$ cat src/rtl/alu_pipe.sv
// Pipelined ALU: single-cycle ops plus an iterative shift-add MUL, valid/ready on both sides.
// Define ALU_PIPE_SAT_EN to make ADD/SUB saturate as unsigned instead of wrapping.
module alu_pipe #(
    parameter int WIDTH     = 8,
    parameter bit MUL_EN_OP = 1'b1
) (
    input  logic             clk,
    input  logic             rst_n,
    input  logic             in_valid,
    output logic             in_ready,
    input  logic [WIDTH-1:0] inputa,
    input  logic [WIDTH-1:0] inputb,
    input  logic [2:0]       op,
    input  logic             sc_in,
    output logic             out_valid,
    input  logic             out_ready,
    output logic [WIDTH-1:0] out,
    output logic             sc_out,
    output logic             zero,
    output logic             beven,
    output logic             busy
);

    localparam int LOGW = $clog2(WIDTH);

    localparam logic [2:0] OP_ADD = 3'd0;
    localparam logic [2:0] OP_XOR = 3'd1;
    localparam logic [2:0] OP_AND = 3'd2;
    localparam logic [2:0] OP_GBT = 3'd3;
    localparam logic [2:0] OP_SUB = 3'd4;
    localparam logic [2:0] OP_SHL = 3'd5;
    localparam logic [2:0] OP_SHR = 3'd6;
    localparam logic [2:0] OP_MUL = 3'd7;

    typedef enum logic [1:0] {
        S_IDLE,
        S_MUL,
        S_HOLD
    } state_t;

    state_t state;
    state_t state_next;

    logic [WIDTH-1:0]   a_reg;
    logic [WIDTH-1:0]   b_reg;
    logic [2*WIDTH-1:0] acc;
    logic [2*WIDTH-1:0] acc_next;
    logic [LOGW-1:0]    cnt;
    logic               last_iter;
    logic               accept;
    logic               is_mul;
    logic [WIDTH:0]     sum;
    logic [WIDTH-1:0]   alu_out;
    logic               alu_sc;

    assign in_ready  = (state == S_IDLE) && (!out_valid || out_ready);
    assign accept    = in_valid && in_ready;
    assign is_mul    = (op == OP_MUL) && MUL_EN_OP;
    assign busy      = (state == S_MUL);
    assign zero      = (out == '0);
    assign beven     = out[0];
    assign last_iter = (cnt == LOGW'(WIDTH - 1));

    // Single-cycle result; a disabled MUL falls through to the all-zero default.
    always_comb begin
        sum     = '0;
        alu_out = '0;
        alu_sc  = 1'b0;
        case (op)
            OP_ADD: begin
                sum     = {1'b0, inputa} + {1'b0, inputb} + {{WIDTH{1'b0}}, sc_in};
                alu_out = sum[WIDTH-1:0];
                alu_sc  = sum[WIDTH];
`ifdef ALU_PIPE_SAT_EN
                if (sum[WIDTH]) alu_out = '1;
`endif
            end
            OP_SUB: begin
                sum     = {1'b0, inputa} + {1'b0, ~inputb} + (WIDTH+1)'(1);
                alu_out = sum[WIDTH-1:0];
                alu_sc  = sum[WIDTH];
`ifdef ALU_PIPE_SAT_EN
                if (!sum[WIDTH]) alu_out = '0;
`endif
            end
            OP_XOR: alu_out = inputa ^ inputb;
            OP_AND: alu_out = inputa & inputb;
            OP_GBT: alu_out = {{(WIDTH-1){1'b0}}, inputa[inputb[LOGW-1:0]]};
            OP_SHL: begin
                alu_out = {inputa[WIDTH-2:0], sc_in};
                alu_sc  = inputa[WIDTH-1];
            end
            OP_SHR: begin
                alu_out = {sc_in, inputa[WIDTH-1:1]};
                alu_sc  = inputa[0];
            end
            default: begin
                alu_out = '0;
                alu_sc  = 1'b0;
            end
        endcase
    end

    assign acc_next = b_reg[0] ? acc + ({{WIDTH{1'b0}}, a_reg} << cnt) : acc;

    always_comb begin
        state_next = state;
        case (state)
            S_IDLE:  if (accept && is_mul) state_next = S_MUL;
            S_MUL:   if (last_iter) state_next = S_HOLD;
            S_HOLD:  if (out_ready) state_next = S_IDLE;
            default: state_next = S_IDLE;
        endcase
    end

    always_ff @(posedge clk or negedge rst_n) begin
        if (!rst_n) state <= S_IDLE;
        else        state <= state_next;
    end

    // The final MUL iteration writes the result registers on the same edge it completes.
    always_ff @(posedge clk or negedge rst_n) begin
        if (!rst_n) begin
            out       <= '0;
            sc_out    <= 1'b0;
            out_valid <= 1'b0;
            a_reg     <= '0;
            b_reg     <= '0;
            acc       <= '0;
            cnt       <= '0;
        end else begin
            case (state)
                S_IDLE: begin
                    if (accept) begin
                        if (is_mul) begin
                            a_reg     <= inputa;
                            b_reg     <= inputb;
                            acc       <= '0;
                            cnt       <= '0;
                            out_valid <= 1'b0;
                        end else begin
                            out       <= alu_out;
                            sc_out    <= alu_sc;
                            out_valid <= 1'b1;
                        end
                    end else if (out_valid && out_ready) begin
                        out_valid <= 1'b0;
                    end
                end
                S_MUL: begin
                    acc   <= acc_next;
                    b_reg <= b_reg >> 1;
                    cnt   <= cnt + LOGW'(1);
                    if (last_iter) begin
                        out       <= acc_next[WIDTH-1:0];
                        sc_out    <= |acc_next[2*WIDTH-1:WIDTH];
                        out_valid <= 1'b1;
                    end
                end
                S_HOLD: begin
                    if (out_ready) out_valid <= 1'b0;
                end
                default: out_valid <= 1'b0;
            endcase
        end
    end

endmodule

$ cat config.mk
export PLATFORM = sky130hd
export DESIGN_NAME = alu_pipe
export DESIGN_NICKNAME = d
export VERILOG_FILES = /design/src/rtl/alu_pipe.sv
export SDC_FILE = /design/constraint.sdc
export NUM_CORES = 1
export LEC_CHECK = 0
export CORE_MARGIN = 2
export CORE_UTILIZATION = 59
export CTS_CLUSTER_SIZE = 14
export DETAILED_ROUTE_END_ITERATION = 16
export PLACE_DENSITY_LB_ADDON = 0.08
export SYNTH_ARGS = -nofsm -noshare
export SYNTH_HDL_FRONTEND = slang
export SYNTH_SLANG_ARGS = --single-unit
$ cat constraint.sdc
create_clock -name clk -period 4.3 [get_ports clk]
set_input_delay 1.075 -clock clk [delete_from_list [all_inputs] [get_ports clk]]
set_output_delay 1.075 -clock clk [all_outputs]
set_load 0.02 [all_outputs]
# After elaboration in Yosys (flattened, before gate mapping)
# Cells that the tools add are included.
[word_totals]
reg_bits = 47
inputBits = 24
out_inout_bits = 14
elab_cells = 84
[classes]
n_addsub = 6
magnitude_cmp = 1
eq_ne = 17
n_shift = 1
mux = 32
n_bitwise = 3
n_reduce_logical = 16
[ops]
columns = ["cell", "n"]
rows = [
  ["8-bit one-hot mux with 7 select lines", 1],
  ["16-bit two-way mux", 3],
  ["8-bit two-way mux", 5],
  ["16-bit one-hot mux with 2 select lines", 1],
  ["8-bit one-hot mux with 2 select lines", 2],
  ["8-bit by 8-bit adder with 9-bit output", 2],
  ["16-bit adder", 1],
  ["8-bit by 3-bit left shift with 16-bit output", 1],
  ["3-bit == test, second input constant", 5],
  ["3-bit AND reduction", 4],
  ["9-bit by 1-bit adder with 9-bit output", 1],
  ["9-bit by 1-bit adder with 9-bit output, second input constant", 1],
  ["1-bit two-way mux", 9],
  ["8-bit AND", 1],
  ["8-bit logical NOT", 1],
  ["2-bit != test, second input constant", 4],
  ["8-bit NOT", 1],
  ["8-bit OR reduction", 1],
  ["8-bit bitwise XOR", 1],
  ["3-bit by 2-bit == test with 1-bit output, second input constant", 2],
  ["2-bit two-way mux", 3],
  ["3-bit two-way mux", 2],
  ["2-bit one-hot mux with 3 select lines", 1],
  ["3-bit one-hot mux with 2 select lines", 1],
  ["18 further kinds", 22],
]

# Depth between registers and ports, before layout
[logic_depth]
word_depth = 7
mapped_depth = 15
mapped_depth_nobuf = 13

# Worst setup path before layout
# Ideal clock, no wire load.
[synth_path]
kind = "register to register"
from = "register cnt[1]"
to = "register sc_out"
setup_ns = 0.132
arrival_ns = 3.005
slack_ns = 1.163
stages_incl_launch_ff = 15
path_buffers = 2
cell_sequence = "dfrtp_1 clkbuf_1 clkbuf_1 mux2i_1 nand2_1 o21ai_0 o22ai_1 ha_1 a2111oi_4 o21ai_2 a41oi_2 xor2_1 a31oi_1 nor4b_2 a31oi_1"
[synth_between]
elab_chain_len = 6
[synth_rtl]
columns = ["element", "line_no", "rtl"]
rows = [
  ["start, declared", "48", "logic [LOGW-1:0] cnt;"],
  ["start signal, assigned", "153", "cnt <= cnt + LOGW'(1);"],
  ["8-bit by 3-bit left shift with 16-bit output", "104", "assign acc_next = b_reg[0] ? acc + ({{WIDTH{1'b0}}, a_reg} << cnt) : acc;"],
  ["16-bit adder", "104", ""],
  ["16-bit two-way mux", "104", ""],
  ["8-bit OR reduction", "156", "sc_out <= |acc_next[2*WIDTH-1:WIDTH];"],
  ["1-bit two-way mux", "154", "if (last_iter) begin"],
  ["1-bit one-hot mux with 2 select lines", "132", "case (state)"],
  ["end signal, assigned", "143", "sc_out <= alu_sc;"],
  ["end signal, assigned", "156", ""],
  ["end, declared", "18", "output logic sc_out,"],
]
# Parallel ways exist; a longest one is shown, timed or not. The select of a mux whose other input is x is not followed.
# A chain may end at the register's enable or synchronous reset.

# Worst setup path after layout
# Same ends and word-level chain as after synthesis.

==> key figures <==
Drt
  • Drt via density: between 6 and 7
  • Routed Antenna Nets: 0
  • TritonRoute pass-1 iters: 5
  • Post-route DRC: 0
  • WL/cell: about 19 µm
  • Iter 0 DRT Violations: roughly 200
  • Final WL: approximately 12,000 µm
  • Routed vias: roughly 4.2k

Cells and area
  • Final Cell Area: 0.00492 mm²
  • Fill cell count: between 600 and 700
  • Combined area of the multi-input logic cells: 0.00299 mm²
  • Share of cells above drive strength 1: 8.44%
  • Reg area: between 0.001 and 0.0015 mm²
  • Final net count: approximately 620
  • Area Growth Syn to Fin: 11.8%
  • Biggest register: acc
  • # diodes: 0
  • Finished Core Util: between 60 and 70%
  • Max reg flops: 16

Floorplan
  • Die Area: approximately 0.0082 mm²
  • Initial core utilization: between 60% and 70%
  • Die height: ~90 µm
  • # rows: 31
  • I/O pin count: 38
  • Core Footprint: 0.00725 mm²
  • Die X: between 90 and 100 µm

Critical path
  • R2r setup slk: roughly 0.61 ns
  • CP Capture Type: flip-flop
  • Required @ worst endpoint: between 4 and 5 ns
  • Worst reg2reg path depth: 11
  • Crit Path Class: flip-flop to flip-flop
  • Critical path arrival: 3.87 ns
  • Worst r2r src: cnt[1]
  • Crit-path max FO: 15
  • Startpoint Class: flip-flop
  • Worst R2R End: sc_out

Place
  • Hpwl dp: roughly 9500 µm
  • Port bufs: 37
  • Gpl congestion: roughly 0.94
  • Area after DPL: between 0.004 and 0.005 mm²

Synthesis
  • Post-synth top area share: about a quarter
  • Synthesis-stage register bit count: 47
  • YS warnings: 0
  • Mapped Area: between 0.004 and 0.005 mm²
  • Synthesized net count: between 500 and 600
  • Post-synth EDFFs: 0
  • Syn Inst Count: around 530
  • Sequential element share of the synthesized area: 26.7%
  • Commonest register cell after synthesis: dfrtp_1
  • Synth area leaders: dfrtp_1 27%, ha_1 9.4%, nand2_1 5.3%
  • Post-Syn Area per Cell: between 8 and 9 µm²
  • Ys async rst share: 100%
  • Cell taking the most area after synthesis: dfrtp_1
  • Synth cell types: 66

Power and ir drop
  • Lkg Pwr: about 2.2 nW
  • P_int: 1.59 mW
  • Max rail drop VDD: 0.246 mV
  • Clock share of power: 9.3%
  • P per Cell Area: between 600 and 700 mW/mm²
  • Net Sw Frac: about half
  • Comb power frac: between 60% and 70%
  • Reg power frac: between 20% and 30%
  • P_sw: roughly 1.5 mW

Clocking
  • TritonCTS Buffers: 5
  • Post-CTS Setup Inserts: 0
  • Reg clk slew, reported paths: 0.10 ns
  • Hold-fix buffers at CTS: 0
  • H-tree levels: 2
  • Clk root buf: clkbuf_8
  • CTS max path bufs: 2
  • Worst skew pair latency: around 0.3 ns
  • Clock Sinks: 47
  • Post-cts resize count: 0
  • TritonCTS clock tree: yes

GRT
  • Overall routing resource usage: 30.9%
  • Pin count of the biggest net entering global routing: 35
  • Antenna violations before repair: 0
  • Total global routing overflow: 0
  • First-pass GRT wire length: 20,400 µm
  • Vias in the first global route: 4,141

Timing
  • Unrepaired setup endpoints after global routing: no
  • Min Tclk post-route: roughly 3.7 ns
  • # setup viols final: 0
  • Slew Limit Fails: 0
  • Clock Skew: between 0.01 and 0.015 ns
  • Slew @ Worst Pin: approximately 0.64 ns
  • Final Hold Fails: 0
  • Final Cycle Share: between 80% and 90%
  • Max Freq: roughly 270 MHz
  • Max_slew headroom: a little under three fifths
  • Setup TNS: 0 ns

Status
  • Status: complete, no violations

Hold path
  • Min-delay src: b_reg[4]
  • Hold path depth: 2
  • Hold Path Sink: b_reg[3]
  • Worst hold path class: flip-flop to flip-flop

Run
  • Max-cap viol count: 0
[how the worst max path moves through the flow]
| stage | start | end | slack, ns |
|---|---|---|---|
| after detailed placement | inputb[0] | sc_out | 0.36 |
| after global routing | cnt[1] | sc_out | 0.38 |
| after floorplan | cnt[1] | sc_out | 1.16 |
| after CTS | out_ready | in_ready | 0.60 |
| final | cnt[1] | sc_out | 0.61 |
| after global placement | inputb[0] | sc_out | 0.42 |
[stage by stage]
step / std cells / worst slack, ns / hold WS, ns / total power, mW
2_1_floorplan: 533 / 1.16 / 0.449 / 2.26
3_3_place_gp: 648 / 0.421 / 0.460 / 2.74
3_5_place_dp: 648 / 0.361 / 0.477 / 2.81
4_1_cts: 656 / 0.602 / 0.503 / 3.11
5_1_grt: 656 / 0.378 / 0.547 / 3.38
6_report: 656 / 0.613 / 0.495 / 3.14
[critical path: stages, from the launching register on]
cell,delay [ns]
dfrtp_1,0.69
mux2_2,0.41
o21ai_0,0.30
o22ai_1,0.15
ha_1,0.42
a2111oi_4,0.39
o21ai_2,0.19
a41oi_2,0.23
xor2_1,0.24
a31oi_1,0.17
nor4b_2,0.27
a31oi_1,0.11
[synth_stat cells, types with 9 or more instances]
cell       n
a21o_1    12
a21oi_1   35
a31oi_1   12
buf_2      9
clkbuf_1  16
dfrtp_1   47
ha_1      33
inv_1     28
mux2_2    12
mux2i_1   19
nand2_1   62
nand2b_1   9
nand3_1   14
nor2_1    42
o211ai_1  10
o21ai_0   39
o22ai_1    9
xnor2_1   11
[routing by layer]
layer / global-route usage (%) / vias to the layer above / wire [µm]
li1: - / 1993 / -
met1: 40.2 / 2013 / 5350
met2: 51.3 / 125 / 5890
met3: 4.17 / 36 / 564
met4: 14.2 / 0 / 507
met5: 0 / - / 0
[layout by cell type, fill, tap and decap left out, types with 3 or more instances in the layout]
master | netlist | final
xnor2_1 | 11 | 11
xor2_1 | 5 | 5
o21bai_1 | 5 | 5
o31ai_1 | 3 | 3
o311a_1 | 3 | 3
o221ai_1 | 3 | 3
a21o_1 | 12 | 12
o21ai_0 | 39 | 39
a21oi_1 | 35 | 35
ha_1 | 33 | 33
nand2_1 | 62 | 62
o21ai_1 | 3 | 3
or3_1 | 4 | 4
or4_1 | 3 | 3
o22ai_1 | 9 | 9
a221oi_1 | 4 | 4
o21a_1 | 4 | 4
nand3_1 | 14 | 14
mux2_2 | 12 | 12
nor3_1 | 8 | 8
and2_1 | 5 | 5
o41ai_1 | 3 | 3
fa_1 | 4 | 4
dfrtp_1 | 47 | 47
clkdlybuf4s50_1 | 0 | 36
mux2i_1 | 19 | 19
buf_4 | 3 | 9
nor2b_1 | 8 | 8
inv_1 | 28 | 28
a31oi_1 | 12 | 12
nand2b_1 | 9 | 9
a211oi_1 | 6 | 6
clkbuf_8 | 0 | 6
nor2_1 | 42 | 42
o211ai_1 | 10 | 10
[power groups by stage]
stage | logic [mW] | clock network [mW] | registers [mW]
after floorplan | 1.45 | 0 | 0.804
after global placement | 1.93 | 0 | 0.814
after detailed placement | 1.99 | 0 | 0.827
after CTS | 2.00 | 0.296 | 0.818
after global routing | 2.22 | 0.310 | 0.848
final | 2.02 | 0.293 | 0.820
[logic make-up (layout without fill, tap and decap cells)]
kind of cell | after synthesis | count (layout) | share of synthesized area, %
flops | 47 | 47 | 26.7
simple gates | 167 | 167 | 17.9
xor+xnor | 16 | 16 | 3.18
buf+inv | 58 | 82 | 5.48
fa+ha+maj | 37 | 37 | 11.2
mux | 33 | 33 | 8.41
compound gates | 175 | 175 | 27.1
[cell type report]
type / count / share of cell area [%]
multi-input cells: 428 / 60.7
flip-flops and latches: 47 / 23.9
repair buffers: 46 / 8.80
well taps: 99 / 2.52
inverters: 28 / 2.14
clock buffers: 6 / 1.68
clock inverters: 2 / 0.330
Note: power is estimated with default switching activity, not from simulation.
